`src/rtl/alu_operand_stage.sv`:
```
`default_nettype none
// ============================================================================
// Module      : alu_operand_stage
// Description : Operand-build stage in front of the 16-bit combinational ALU.
//               Accepts decoded instructions over valid/ready and selects
//               operand A from rs_val or the previous ALU result. Operand B
//               comes from rt_val, the extended immediate, or the previous
//               ALU result. A, B and op are presented from registers, and a
//               2-entry (output + skid) buffer keeps full throughput under
//               backpressure.
// Ports       : clk, rst_n            clock, async active-low reset
//               in_valid/in_ready     upstream handshake
//               in_op, rs_val, rt_val, imm, use_imm, imm_sext, fwd_a, fwd_b
//                                     decoded instruction fields
//               out_valid/out_ready   downstream handshake
//               A, B, op              operands and opcode to the ALU
//               alu_r                 ALU result (combinational from A/B/op)
// Revision    : 1.0  initial release
// ============================================================================
module alu_operand_stage #(
    parameter int WIDTH     = 16,
    parameter int IMM_WIDTH = 8,
    parameter int OP_WIDTH  = 3
) (
    input  logic                 clk,
    input  logic                 rst_n,
    input  logic                 in_valid,
    output logic                 in_ready,
    input  logic [OP_WIDTH-1:0]  in_op,
    input  logic [WIDTH-1:0]     rs_val,
    input  logic [WIDTH-1:0]     rt_val,
    input  logic [IMM_WIDTH-1:0] imm,
    input  logic                 use_imm,
    input  logic                 imm_sext,
    input  logic                 fwd_a,
    input  logic                 fwd_b,
    output logic                 out_valid,
    input  logic                 out_ready,
    output logic [WIDTH-1:0]     A,
    output logic [WIDTH-1:0]     B,
    output logic [OP_WIDTH-1:0]  op,
    input  logic [WIDTH-1:0]     alu_r
);

    // Output entry
    logic                r_out_valid;
    logic [OP_WIDTH-1:0] r_out_op;
    logic [WIDTH-1:0]    r_out_a;
    logic [WIDTH-1:0]    r_out_b;
    logic                r_out_fa;
    logic                r_out_fb;

    // Skid entry
    logic                r_skid_valid;
    logic [OP_WIDTH-1:0] r_skid_op;
    logic [WIDTH-1:0]    r_skid_a;
    logic [WIDTH-1:0]    r_skid_b;
    logic                r_skid_fa;
    logic                r_skid_fb;

    // Result of the most recent output handshake
    logic [WIDTH-1:0]    r_last_result;

    logic [WIDTH-1:0]    w_imm_ext;
    logic [WIDTH-1:0]    w_b_raw;
    logic                w_fb_eff;
    logic                w_accept;
    logic                w_drain;
    logic                w_out_free;

    assign w_imm_ext = imm_sext ? {{(WIDTH-IMM_WIDTH){imm[IMM_WIDTH-1]}}, imm}
                                : {{(WIDTH-IMM_WIDTH){1'b0}}, imm};
    // The immediate is folded into b_raw at capture time, so forwarding of B
    // only has to be suppressed here and never reconsidered downstream.
    assign w_b_raw    = use_imm ? w_imm_ext : rt_val;
    assign w_fb_eff   = fwd_b & ~use_imm;

    // Ready depends only on skid occupancy, so there is no combinational
    // path from out_ready back to in_ready.
    assign in_ready   = ~r_skid_valid;
    assign w_accept   = in_valid & ~r_skid_valid;
    assign w_drain    = r_out_valid & out_ready;
    assign w_out_free = ~r_out_valid | out_ready;

    always_ff @(posedge clk or negedge rst_n) begin
        if (!rst_n) begin
            r_out_valid   <= 1'b0;
            r_out_op      <= '0;
            r_out_a       <= '0;
            r_out_b       <= '0;
            r_out_fa      <= 1'b0;
            r_out_fb      <= 1'b0;
            r_skid_valid  <= 1'b0;
            r_skid_op     <= '0;
            r_skid_a      <= '0;
            r_skid_b      <= '0;
            r_skid_fa     <= 1'b0;
            r_skid_fb     <= 1'b0;
            r_last_result <= '0;
        end else begin
            if (w_drain) begin
                r_last_result <= alu_r;
            end

            if (w_out_free) begin
                if (r_skid_valid) begin
                    // in_ready is low while the skid is occupied, so no new
                    // input can arrive in the same cycle the skid moves up.
                    r_out_valid  <= 1'b1;
                    r_out_op     <= r_skid_op;
                    r_out_a      <= r_skid_a;
                    r_out_b      <= r_skid_b;
                    r_out_fa     <= r_skid_fa;
                    r_out_fb     <= r_skid_fb;
                    r_skid_valid <= 1'b0;
                end else if (w_accept) begin
                    r_out_valid  <= 1'b1;
                    r_out_op     <= in_op;
                    r_out_a      <= rs_val;
                    r_out_b      <= w_b_raw;
                    r_out_fa     <= fwd_a;
                    r_out_fb     <= w_fb_eff;
                end else begin
                    // Fields are kept so A/B/op hold while idle.
                    r_out_valid  <= 1'b0;
                end
            end else if (w_accept) begin
                r_skid_valid <= 1'b1;
                r_skid_op    <= in_op;
                r_skid_a     <= rs_val;
                r_skid_b     <= w_b_raw;
                r_skid_fa    <= fwd_a;
                r_skid_fb    <= w_fb_eff;
            end
        end
    end

    // Forwarding is resolved at the output. The predecessor of the output
    // entry has always handshaken already, so last_result is its result.
    assign A         = r_out_fa ? r_last_result : r_out_a;
    assign B         = r_out_fb ? r_last_result : r_out_b;
    assign op        = r_out_op;
    assign out_valid = r_out_valid;

endmodule
`default_nettype wire

```
`config.mk`:
```
export PLATFORM = sky130hd
export DESIGN_NAME = alu_operand_stage
export DESIGN_NICKNAME = d
export VERILOG_FILES = /design/src/rtl/alu_operand_stage.sv
export SDC_FILE = /design/constraint.sdc
export NUM_CORES = 1
export LEC_CHECK = 0
export BUFFER_PORTS_ARGS = -buffer_cell sky130_fd_sc_hd__buf_4
export CAP_MARGIN = 20
export CORE_ASPECT_RATIO = 0.7
export CORE_MARGIN = 2
export CORE_UTILIZATION = 55
export CTS_BUF_LIST = sky130_fd_sc_hd__clkbuf_8
export DETAILED_ROUTE_END_ITERATION = 6
export GPL_TIMING_DRIVEN = 0
export HOLD_SLACK_MARGIN = 0.05
export PLACE_DENSITY = 0.8
export SLEW_MARGIN = 20
export SYNTH_ARGS = -nofsm -noshare
export SYNTH_HDL_FRONTEND = slang
export SYNTH_SLANG_ARGS = --single-unit
```
`constraint.sdc`:
```
create_clock -name clk -period 3.1 [get_ports clk]
set_input_delay 0.465 -clock clk [delete_from_list [all_inputs] [get_ports clk]]
set_output_delay 0.465 -clock clk [all_outputs]
set_load 0.02 [all_outputs]
```
==> results of run 1 <==
==> cells by family (layout without fill, tap and decap cells) <==
| family | Yosys count | in the layout |
|---|---|---|
| buffers and inverters | 32 | 149 |
| multiplexers | 112 | 112 |
| AO/OA/AOI/OAI | 92 | 92 |
| flip-flops | 92 | 92 |
| AND/OR/NAND/NOR | 42 | 42 |
==> per-stage QoR <==
stage               setup WS [ns]  instance area (um^2)  cells
global placement             1.31                  5380    573
CTS                         0.874                  5590    588
detailed placement           1.28                  5390    573
floorplan                    1.55                  4490    370
finish                      0.898                  5590    588
global route                0.816                  5590    588
==> metal layers <==
layer  routed length [um]  GRT usage, %
met1                 4930          35.6
met2                 5160          41.9
met3                  915          8.43
met4                  123          7.32
met5                    0             0
==> worst max path at each step <==
| stage | start | endpoint | slack (ns) | depth (start not counted) |
|---|---|---|---|---|
| after detailed placement | r_out_fa | A[14] | 1.28 | 4 |
| final | r_out_fa | A[14] | 0.90 | 4 |
| after global placement | r_out_fa | A[8] | 1.31 | 4 |
| after CTS | r_out_fa | A[14] | 0.87 | 4 |
| after global routing | r_out_fb | B[7] | 0.82 | 4 |
| after floorplan | r_out_fa | A[10] | 1.55 | 3 |
==> final cells by class <==
| type | instances | area, um^2 | area share [%] |
|---|---|---|---|
| Multi-Input combinational cell | 246 | 2010 | 35.9 |
| Inverter | 2 | 7.51 | 0.134 |
| Timing Repair Buffer | 102 | 769 | 13.8 |
| Buffer | 30 | 173 | 3.09 |
| Clock buffer | 12 | 165 | 2.95 |
| Clock inverter | 3 | 37.5 | 0.672 |
| Sequential cell | 92 | 2300 | 41.2 |
| Tap cell | 101 | 126 | 2.26 |
==> registers in the layout, summed over array words and instances (netlist names) <==
signal / count
r_skid_fa: 1
r_skid_fb: 1
r_out_fa: 1
r_skid_valid: 1
r_out_a: 16
r_skid_a: 16
r_out_fb: 1
r_skid_op: 3
r_last_result: 16
r_out_b: 16
r_skid_b: 16
out_valid: 1
op: 3
==> power by group <==
group | internal (W) | switching (W)
Sequential | 0.00145 | 0.000144
Clock | 0.000429 | 0.000407
Combinational | 0.000584 | 0.000558
==> critical path: cells and delay by family, from the launching register on <==
kind | cells | cell delay, ns
buf+inv | 3 | 0.66
flops | 1 | 0.32
mux | 1 | 0.38
==> cell usage after synthesis <==
cell type,instances
buf_4,3
nor2b_1,10
dfrtp_1,92
mux2_4,20
o21ai_1,39
clkbuf_2,2
clkbuf_1,8
o31ai_1,8
nor2_1,17
mux2_2,56
inv_1,1
nand3b_1,1
o21ai_0,36
nand2_1,1
inv_2,1
nand2b_1,9
buf_6,4
mux2_1,8
a21oi_1,9
and3_1,1
and4bb_1,1
mux2i_1,28
or2_1,1
nor3b_1,1
buf_2,13
==> flow_metrics.env, run 1 <==
export IMPL_drtAntennaViolNets=0
export IMPL_synthAdderAreaFrac_pct=0
export IMPL_syn_area_um2=4490
export IMPL_muxShareOfSynthArea_pct=29.0
export IMPL_numPortBuffers=102
export IMPL_place_congestion=0.847
export IMPL_worst_pin_slew_ns=0.835
export IMPL_wirelength_mm=11.1
export IMPL_cts_buffer_depth=2
export IMPL_fmax_mhz=454
export IMPL_fin_total_pwr_w=0.00357
export IMPL_synth_compound_area_share_pct=10.7
export IMPL_arrival_ns=1.74
export IMPL_start_kind="flip-flop"
export IMPL_whs_ns=0.180
export IMPL_yosysTopAreaCellShare_pct=51.3
export IMPL_r2r_end="r_skid_a[4]"
export IMPL_final_cell_mix="104 x buf_4, 92 x dfrtp_1, 56 x mux2_2"
export IMPL_ys_ff_latch=92
export IMPL_final_common_cell="buf_4"
export IMPL_critPathKind="flip-flop to primary output"
export IMPL_initial_utilization_pct=56.8
export IMPL_synth_xor_area_share_pct=0
export IMPL_diodes=0
export IMPL_drt_wirelength_per_cell_um=18.9
export IMPL_critical_path_cell_chain="buf_2 > buf_2 > mux2_2 > buf_4"
export IMPL_numCtsBuffers=9
export IMPL_drt_initial_drc_count=271
export IMPL_via_per_inst=5.70
export IMPL_synth_nets=437
export IMPL_synth_cell_types=25
export IMPL_status="completed"
export IMPL_ir_worst_vdd_mv=0.401
export IMPL_tns_ns=0
export IMPL_drive_gt1_share_pct=43.9
export IMPL_num_rows=27
export IMPL_timing_reg2reg_worst_path_depth=4
export IMPL_powerDensity_nw_per_um2=638
export IMPL_die_h_um=79.6
export IMPL_cts_root_buf="clkbuf_8"
export IMPL_maxCapViolations=0
export IMPL_syn2layout_area_growth_pct=24.5
export IMPL_synth_simple_area_share_pct=5.04
export IMPL_rsz0062_at_grt="false"
export IMPL_post_cts_setup_buffers=0
export IMPL_synth_warnings=0
export IMPL_yosys_area_top_type="dfrtp_1"
export IMPL_ys_seq_area_share_pct=51.3
export IMPL_syn_area_per_cell_um2=12.1
export IMPL_slowest_delay_ns=0.38
export IMPL_die_area_um2=8920
export IMPL_final_nets=550
export IMPL_grtUsageTotal_pct=26.4
export IMPL_critical_path_required_ns=2.63
export IMPL_finalCritPeriodShare_pct=71.0
export IMPL_relSlewSlack_pct=44.4
export IMPL_cts_resized=0
export IMPL_finalHoldViolations=0
export IMPL_cp_max_fo=10
export IMPL_dr_pass1_iters=4
export IMPL_netlist_instances=370
export IMPL_cts_tree="yes"
export IMPL_vias=3354
export IMPL_core_um2=7910
export IMPL_slew_violations=0
export IMPL_grt_pass1_wl_mm=18.1
export IMPL_clock_latency_ns=0.37
export IMPL_crit_top_cell="buf_2"
export IMPL_hold_path_class="input pin to asynchronous set/reset pin"
export IMPL_clock_sinks=92
export IMPL_rrSetupSlack_ns=1.48
export IMPL_cts_clk_slew_worst_paths_ns=0.08
export IMPL_synth_area_leaders="dfrtp_1 51%, mux2_2 14%, mux2_4 6.7%"
export IMPL_p_leak_nw=2.57
export IMPL_num_fill_cells=578
export IMPL_grt_ovfl_total=0
export IMPL_drc=0
export IMPL_crit_slowest_cell="mux2_2"
export IMPL_synth_top_family_by_area="multiplexers"
export IMPL_worstReg2RegStart="r_skid_valid"
export IMPL_grt_pass1_vias=3579
export IMPL_final_util_pct=70.7
export IMPL_post_dp_hpwl_mm=8.13
export IMPL_pin_count=104
export IMPL_finalSetupViolCount=0
export IMPL_htree_levels=3
export IMPL_die_w_um=112
export IMPL_fin_skew_ns=0.00850
export IMPL_critPathCaptureType="primary output"
export IMPL_fin_crit_ns=2.20
export IMPL_antenna_found_initial=0
export IMPL_cts_hold_buf=0
export IMPL_grt_start_max_net_pins=93
Power figures use the tool's default switching activity.
==> inputs of run 2 (changes only) <==
--- a/config.mk
+++ b/config.mk
@@ -5,6 +5,7 @@
 export SDC_FILE = /design/constraint.sdc
 export NUM_CORES = 1
 export LEC_CHECK = 0
+export ABC_AREA = 1
 export BUFFER_PORTS_ARGS = -buffer_cell sky130_fd_sc_hd__buf_4
 export CAP_MARGIN = 20
 export CORE_ASPECT_RATIO = 0.7
==> constraint.sdc (replaced) <==
create_clock -name clk -period 2.3 [get_ports clk]
set_input_delay 0.345 -clock clk [delete_from_list [all_inputs] [get_ports clk]]
set_output_delay 0.345 -clock clk [all_outputs]
set_load 0.02 [all_outputs]
==> flow_metrics.env, run 2 <==
export IMPL_status="finished, violations left"
export IMPL_violations="DRC"
export IMPL_swShare_pct=34.0
export IMPL_finalHoldViolations=0
export IMPL_final_cell_mix="259 x nand2_1, 107 x buf_4, 92 x dfrtp_1"
export IMPL_start_kind="flip-flop"
export IMPL_drt_initial_drc_count=332
export IMPL_post_place_ws_ns=0.656
export IMPL_finalSetupViolCount=0
export IMPL_synth_xor_area_share_pct=0
export IMPL_critPathKind="flip-flop to primary output"
export IMPL_place_inst=792
export IMPL_cts_clk_slew_worst_paths_ns=0.09
export IMPL_synth_area_leaders="dfrtp_1 50%, nand2_1 21%, o21ai_0 6.9%"
export IMPL_critical_path_required_ns=1.96
export IMPL_vias=4330
export IMPL_dr_pass1_iters=7
export IMPL_yosysTopAreaCellShare_pct=50.4
export IMPL_syn_area_per_cell_um2=7.75
export IMPL_slew_violations=0
export IMPL_htree_levels=3
export IMPL_drtAntennaViolNets=0
export IMPL_drt_wirelength_per_cell_um=15.0
export IMPL_synth_warnings=0
export IMPL_relSlewSlack_pct=43.0
export IMPL_post_dp_hpwl_mm=8.76
export IMPL_synthAdderAreaFrac_pct=0
export IMPL_die_w_um=113
export IMPL_ir_worst_vdd_mv=0.542
export IMPL_setup_slack_ns=0.237
export IMPL_maxCapViolations=0
export IMPL_syn2layout_area_growth_pct=23.5
export IMPL_die_area_um2=9070
export IMPL_netlist_instances=590
export IMPL_antenna_found_initial=0
export IMPL_syn_area_um2=4570
export IMPL_core_um2=7970
export IMPL_drc=6
export IMPL_grt_start_max_net_pins=93
export IMPL_muxShareOfSynthArea_pct=3.94
export IMPL_arrival_ns=1.72
export IMPL_critical_path_cell_chain="buf_2 > buf_2 > mux2_2 > buf_4"
export IMPL_cp_num_buf_inv=3
export IMPL_synth_ff_type="dfrtp_1"
export IMPL_cts_tree="yes"
export IMPL_dpl_cell_area_um2=5460
export IMPL_num_rows=27
export IMPL_yosys_area_top_type="dfrtp_1"
export IMPL_hold_path_class="input pin to asynchronous set/reset pin"
export IMPL_p_leak_nw=3.11
export IMPL_fmax_mhz=485
export IMPL_post_cts_setup_buffers=0
export IMPL_numPortBuffers=101
export IMPL_p_int_w=0.00300
export IMPL_final_common_cell="nand2_1"
export IMPL_clockPowerShare_pct=23.2
export IMPL_via_per_inst=5.37
export IMPL_grtUsageTotal_pct=28.1
export IMPL_synth_edf_count=0
export IMPL_crit_slowest_cell="mux2_2"
export IMPL_p_comb_share_pct=31.1
export IMPL_synth_simple_area_share_pct=29.3
export IMPL_pin_count=104
export IMPL_num_fill_cells=654
export IMPL_grt_pass1_wl_mm=19.7
export IMPL_cp_max_fo=10
export IMPL_initial_utilization_pct=57.3
export IMPL_crit_top_cell="buf_2"
export IMPL_synth_common_cells="259 x nand2_1, 92 x dfrtp_1, 63 x o21ai_0"
export IMPL_synth_cell_types=20
export IMPL_instances_no_fill=807
export IMPL_worst_pin_slew_ns=0.855
export IMPL_wirelength_mm=12.1
export IMPL_clock_latency_ns=0.37
export IMPL_clock_sinks=92
export IMPL_critPathCaptureType="primary output"
export IMPL_diodes=0
export IMPL_synth_compound_area_share_pct=8.43
export IMPL_design_area_um2=5650
export IMPL_fin_crit_ns=2.06
export IMPL_final_nets=769
export IMPL_drive_gt1_share_pct=24.6
export IMPL_grt_pass1_vias=4185
export IMPL_place_congestion=0.839
export IMPL_seq_power_share_pct=45.7
export IMPL_die_h_um=80.3
export IMPL_numCtsBuffers=9
export IMPL_tns_ns=0
export IMPL_rsz0062_at_grt="false"
export IMPL_async_flop_share_pct=100
export IMPL_synth_nets=657
export IMPL_grt_ovfl_total=0
export IMPL_ys_seq_area_share_pct=50.4
export IMPL_fin_skew_ns=0.00591
export IMPL_cts_root_buf="clkbuf_8"
export IMPL_cts_hold_buf=0
export IMPL_cts_resized=0
export IMPL_p_switching_w=0.00154
export IMPL_ys_ff_latch=92
export IMPL_powerDensity_nw_per_um2=804
export IMPL_synth_top_family_by_area="simple AND/OR/NAND/NOR gates"
export IMPL_cts_buffer_depth=2
export IMPL_finalCritPeriodShare_pct=89.7
export IMPL_slowest_delay_ns=0.38
export IMPL_synth_most_common_cell="nand2_1"
export IMPL_cp_top_family="buffers and inverters"
-- run 2: final timing paths --
kind	start	end	slack, ns	depth (start not counted)
worst min-delay path	rst_n	r_out_a[10]	0.02	1
max in group asynchronous	rst_n	r_skid_b[5]	1.67	1
worst max register to register	r_skid_valid	r_out_a[7]	0.79	5
worst max-delay path	r_out_fb	B[7]	0.24	4
worst min register to register	r_skid_b[2]	r_skid_b[2]	0.48	2
min in group clk	alu_r[15]	r_last_result[15]	0.21	3
-- run 2: routing by layer --
metal	track usage [%]	share of wire, %	wire, um
met5	0	0	0
met4	5.85	1.3	154
met3	7.47	8.7	1060
met2	43.9	45	5500
met1	39.9	45	5430
-- run 2: cell families after synthesis --
family,count (synthesis)
flops,92
simple gates,331
mux,16
compound gates,74
buf+inv,77
-- run 2: cell type report --
type	instances	area (um^2)	area share, %
Buffer	35	206	3.66
Clock buffer	13	179	3.17
Clock inverter	2	8.76	0.155
Inverter	42	158	2.79
Multi-Input combinational cell	421	1900	33.7
Sequential cell	92	2300	40.8
Tap cell	101	126	2.24
Timing Repair Buffer	101	762	13.5
-- run 2: power groups by stage --
| stage | Combinational [W] | Sequential (W) | Clock (W) |
|---|---|---|---|
| after floorplan | 0.000845 | 0.00207 | 0 |
| after global placement | 0.00135 | 0.00209 | 0 |
| after detailed placement | 0.00139 | 0.00210 | 0 |
| after CTS | 0.00140 | 0.00207 | 0.00106 |
| after global routing | 0.00154 | 0.00211 | 0.00113 |
| final | 0.00141 | 0.00208 | 0.00105 |
-- run 2: worst reg2reg max path: stages (launching register included) --
cell and delay (ns):
dfrtp_1 0.34, buf_4 0.18, clkbuf_1 0.42, o21ai_0 0.20
nand2_1 0.12, o21ai_0 0.11
-- run 2: metrics by stage --
step	total power (W)	hold WS, ns	utilization, %
global route	0.00478	0.104	70.8
detailed placement	0.00349	0.463	68.5
global placement	0.00344	0.458	68.4
CTS	0.00454	0.0923	70.8
finish	0.00454	0.0198	70.8
floorplan	0.00291	0.0494	-
==> inputs of run 3 (changes only) <==
--- a/config.mk
+++ b/config.mk
@@ -6,16 +6,17 @@
 export NUM_CORES = 1
 export LEC_CHECK = 0
 export ABC_AREA = 1
-export BUFFER_PORTS_ARGS = -buffer_cell sky130_fd_sc_hd__buf_4
 export CAP_MARGIN = 20
 export CORE_ASPECT_RATIO = 0.7
 export CORE_MARGIN = 2
 export CORE_UTILIZATION = 55
 export CTS_BUF_LIST = sky130_fd_sc_hd__clkbuf_8
 export DETAILED_ROUTE_END_ITERATION = 6
+export DONT_BUFFER_PORTS = 1
 export GPL_TIMING_DRIVEN = 0
 export HOLD_SLACK_MARGIN = 0.05
-export PLACE_DENSITY = 0.8
+export PLACE_DENSITY = 0.69
+export RECOVER_POWER = 100
 export SLEW_MARGIN = 20
 export SYNTH_ARGS = -nofsm -noshare
 export SYNTH_HDL_FRONTEND = slang
==> flow_metrics.env, run 3 (synthesis gave the netlist of run 2 again) <==
export IMPL_clock_sinks=92
export IMPL_cts_root_buf="clkbuf_8"
export IMPL_num_fill_cells=761
export IMPL_finalSetupViolCount=0
export IMPL_final_nets=668
export IMPL_slew_violations=0
export IMPL_final_cell_mix="260 x nand2_1, 92 x dfrtp_1, 70 x o21ai_0"
export IMPL_critical_path_cell_chain="clkbuf_1 > o21ai_0"
export IMPL_critPathKind="flip-flop to primary output"
export IMPL_instances_no_fill=707
export IMPL_seq_area_um2=2300
export IMPL_drt_initial_drc_count=264
export IMPL_grtUsageTotal_pct=26.4
export IMPL_arrival_ns=1.68
export IMPL_tns_ns=0
export IMPL_fin_crit_ns=2.02
export IMPL_design_area_um2=4840
export IMPL_fmax_mhz=494
export IMPL_violations="DRC, hold timing"
export IMPL_grt_start_max_net_pins=93
export IMPL_grt_pass1_wl_mm=18.5
export IMPL_numPortBuffers=0
export IMPL_final_common_cell="nand2_1"
export IMPL_status="finished, violations left"
export IMPL_cp_num_cells=2
export IMPL_finalCritPeriodShare_pct=88.0
export IMPL_hold_path_class="input pin to asynchronous set/reset pin"
export IMPL_p_comb_share_pct=23.9
export IMPL_pin_count=104
export IMPL_p_int_w=0.00272
export IMPL_via_per_inst=5.40
export IMPL_cts_clk_slew_worst_paths_ns=0.08
export IMPL_finalHoldViolations=92
export IMPL_antenna_found_initial=0
export IMPL_post_cts_setup_buffers=0
export IMPL_drive_gt1_share_pct=7.26
export IMPL_grt_ovfl_total=0
export IMPL_drt_wirelength_per_cell_um=16.1
export IMPL_seq_power_share_pct=50.4
export IMPL_p_switching_w=0.00144
export IMPL_initial_utilization_pct=57.3
export IMPL_core_um2=7970
export IMPL_diodes=0
export IMPL_htree_levels=3
export IMPL_vias=3817
export IMPL_start_kind="flip-flop"
export IMPL_multi_input_area_um2=1870
export IMPL_cts_tree="yes"
export IMPL_cp_max_fo=10
export IMPL_place_congestion=0.814
export IMPL_die_area_um2=9070
export IMPL_slowest_delay_ns=0.65
export IMPL_maxCapViolations=0
export IMPL_crit_slowest_cell="o21ai_0"
export IMPL_post_dp_hpwl_mm=8.42
export IMPL_powerDensity_nw_per_um2=859
export IMPL_p_leak_nw=2.60
export IMPL_whs_ns=-0.322
export IMPL_cp_num_buf_inv=1
export IMPL_critical_path_required_ns=1.96
export IMPL_cts_resized=0
export IMPL_fin_skew_ns=0.00974
export IMPL_wirelength_mm=11.4
export IMPL_dpl_cell_area_um2=4700
export IMPL_drtAntennaViolNets=0
export IMPL_cts_buffer_depth=2
export IMPL_critPathCaptureType="primary output"
export IMPL_grt_pass1_vias=3682
export IMPL_final_util_pct=60.7
export IMPL_clockPowerShare_pct=25.8
export IMPL_dr_pass1_iters=7
export IMPL_worst_pin_slew_ns=0.783
export IMPL_rsz0062_at_grt="false"
export IMPL_clock_latency_ns=0.36
export IMPL_numCtsBuffers=9
export IMPL_swShare_pct=34.6
export IMPL_place_inst=691
export IMPL_ir_worst_vdd_mv=0.540
export IMPL_relSlewSlack_pct=47.3
export IMPL_cp_top_family="compound AO/OA/AOI/OAI gates"
export IMPL_die_w_um=113
export IMPL_drc=6
export IMPL_syn2layout_area_growth_pct=5.86
export IMPL_timing_reg2reg_worst_path_depth=8
export IMPL_num_rows=27
export IMPL_die_h_um=80.3
run 3: cell types whose count changed in the layout (fill, tap and decap cells not counted), moves of 4 or more:
cell and delta:
mux2_1 +14, buf_2 -9, mux2_2 -14, buf_4 -102, o21ai_0 +7, clkbuf_1 +9
o21ai_2 -4
run 3: metal layers:
metal | routed length (um) | GRT usage (%)
met1 | 5460 | 38.7
met2 | 4880 | 38.9
met3 | 953 | 8.08
met4 | 90 | 5.85
met5 | 0 | 0
run 3: worst paths after layout:
check / end / startpoint / slack, ns
setup / recovery: A[11] / r_out_fa / 0.28
hold / removal: r_skid_a[15] / rst_n / -0.32
setup reg to reg: r_skid_b[7] / out_valid / 0.28
hold reg to reg: r_out_b[5] / r_out_b[5] / 0.48
max in group asynchronous: r_skid_b[6] / rst_n / 2.49
min in group clk: out_valid / in_valid / 0.09
run 3: cell type report:
class                           instances  area share [%]
Tap cell                              101            2.61
Clock inverter                          3           0.388
Clock buffer                           13            3.70
Multi-Input combinational cell        421            38.7
Sequential cell                        92            47.6
Buffer                                 35            3.80
Inverter                               42            3.26
run 3: metrics by stage:
stage               hold slack, ns  total power [W]  setup WS (ns)
floorplan                   0.0494          0.00291          0.861
global placement            0.0515          0.00311          0.670
detailed placement          0.0510          0.00315          0.671
CTS                         -0.341          0.00422          0.264
global route                -0.353          0.00441          0.107
finish                      -0.322          0.00416          0.276
run 3: worst reg2reg max path, cell delays in order, from the launching register on:
cell	delay [ns]
dfrtp_1	0.48
clkbuf_1	0.39
inv_1	0.09
nor2_1	0.29
nand2_4	0.12
inv_1	0.23
buf_4	0.23
nand2_1	0.06
nand2_1	0.06
run 3: power by group through the flow:
stage	combinational [W]	clock [W]	sequential [W]
CTS	0.00104	0.00109	0.00209
floorplan	0.000845	0	0.00207
finish	0.000992	0.00107	0.00209
global placement	0.00100	0	0.00211
global route	0.00112	0.00116	0.00213
detailed placement	0.00103	0	0.00212
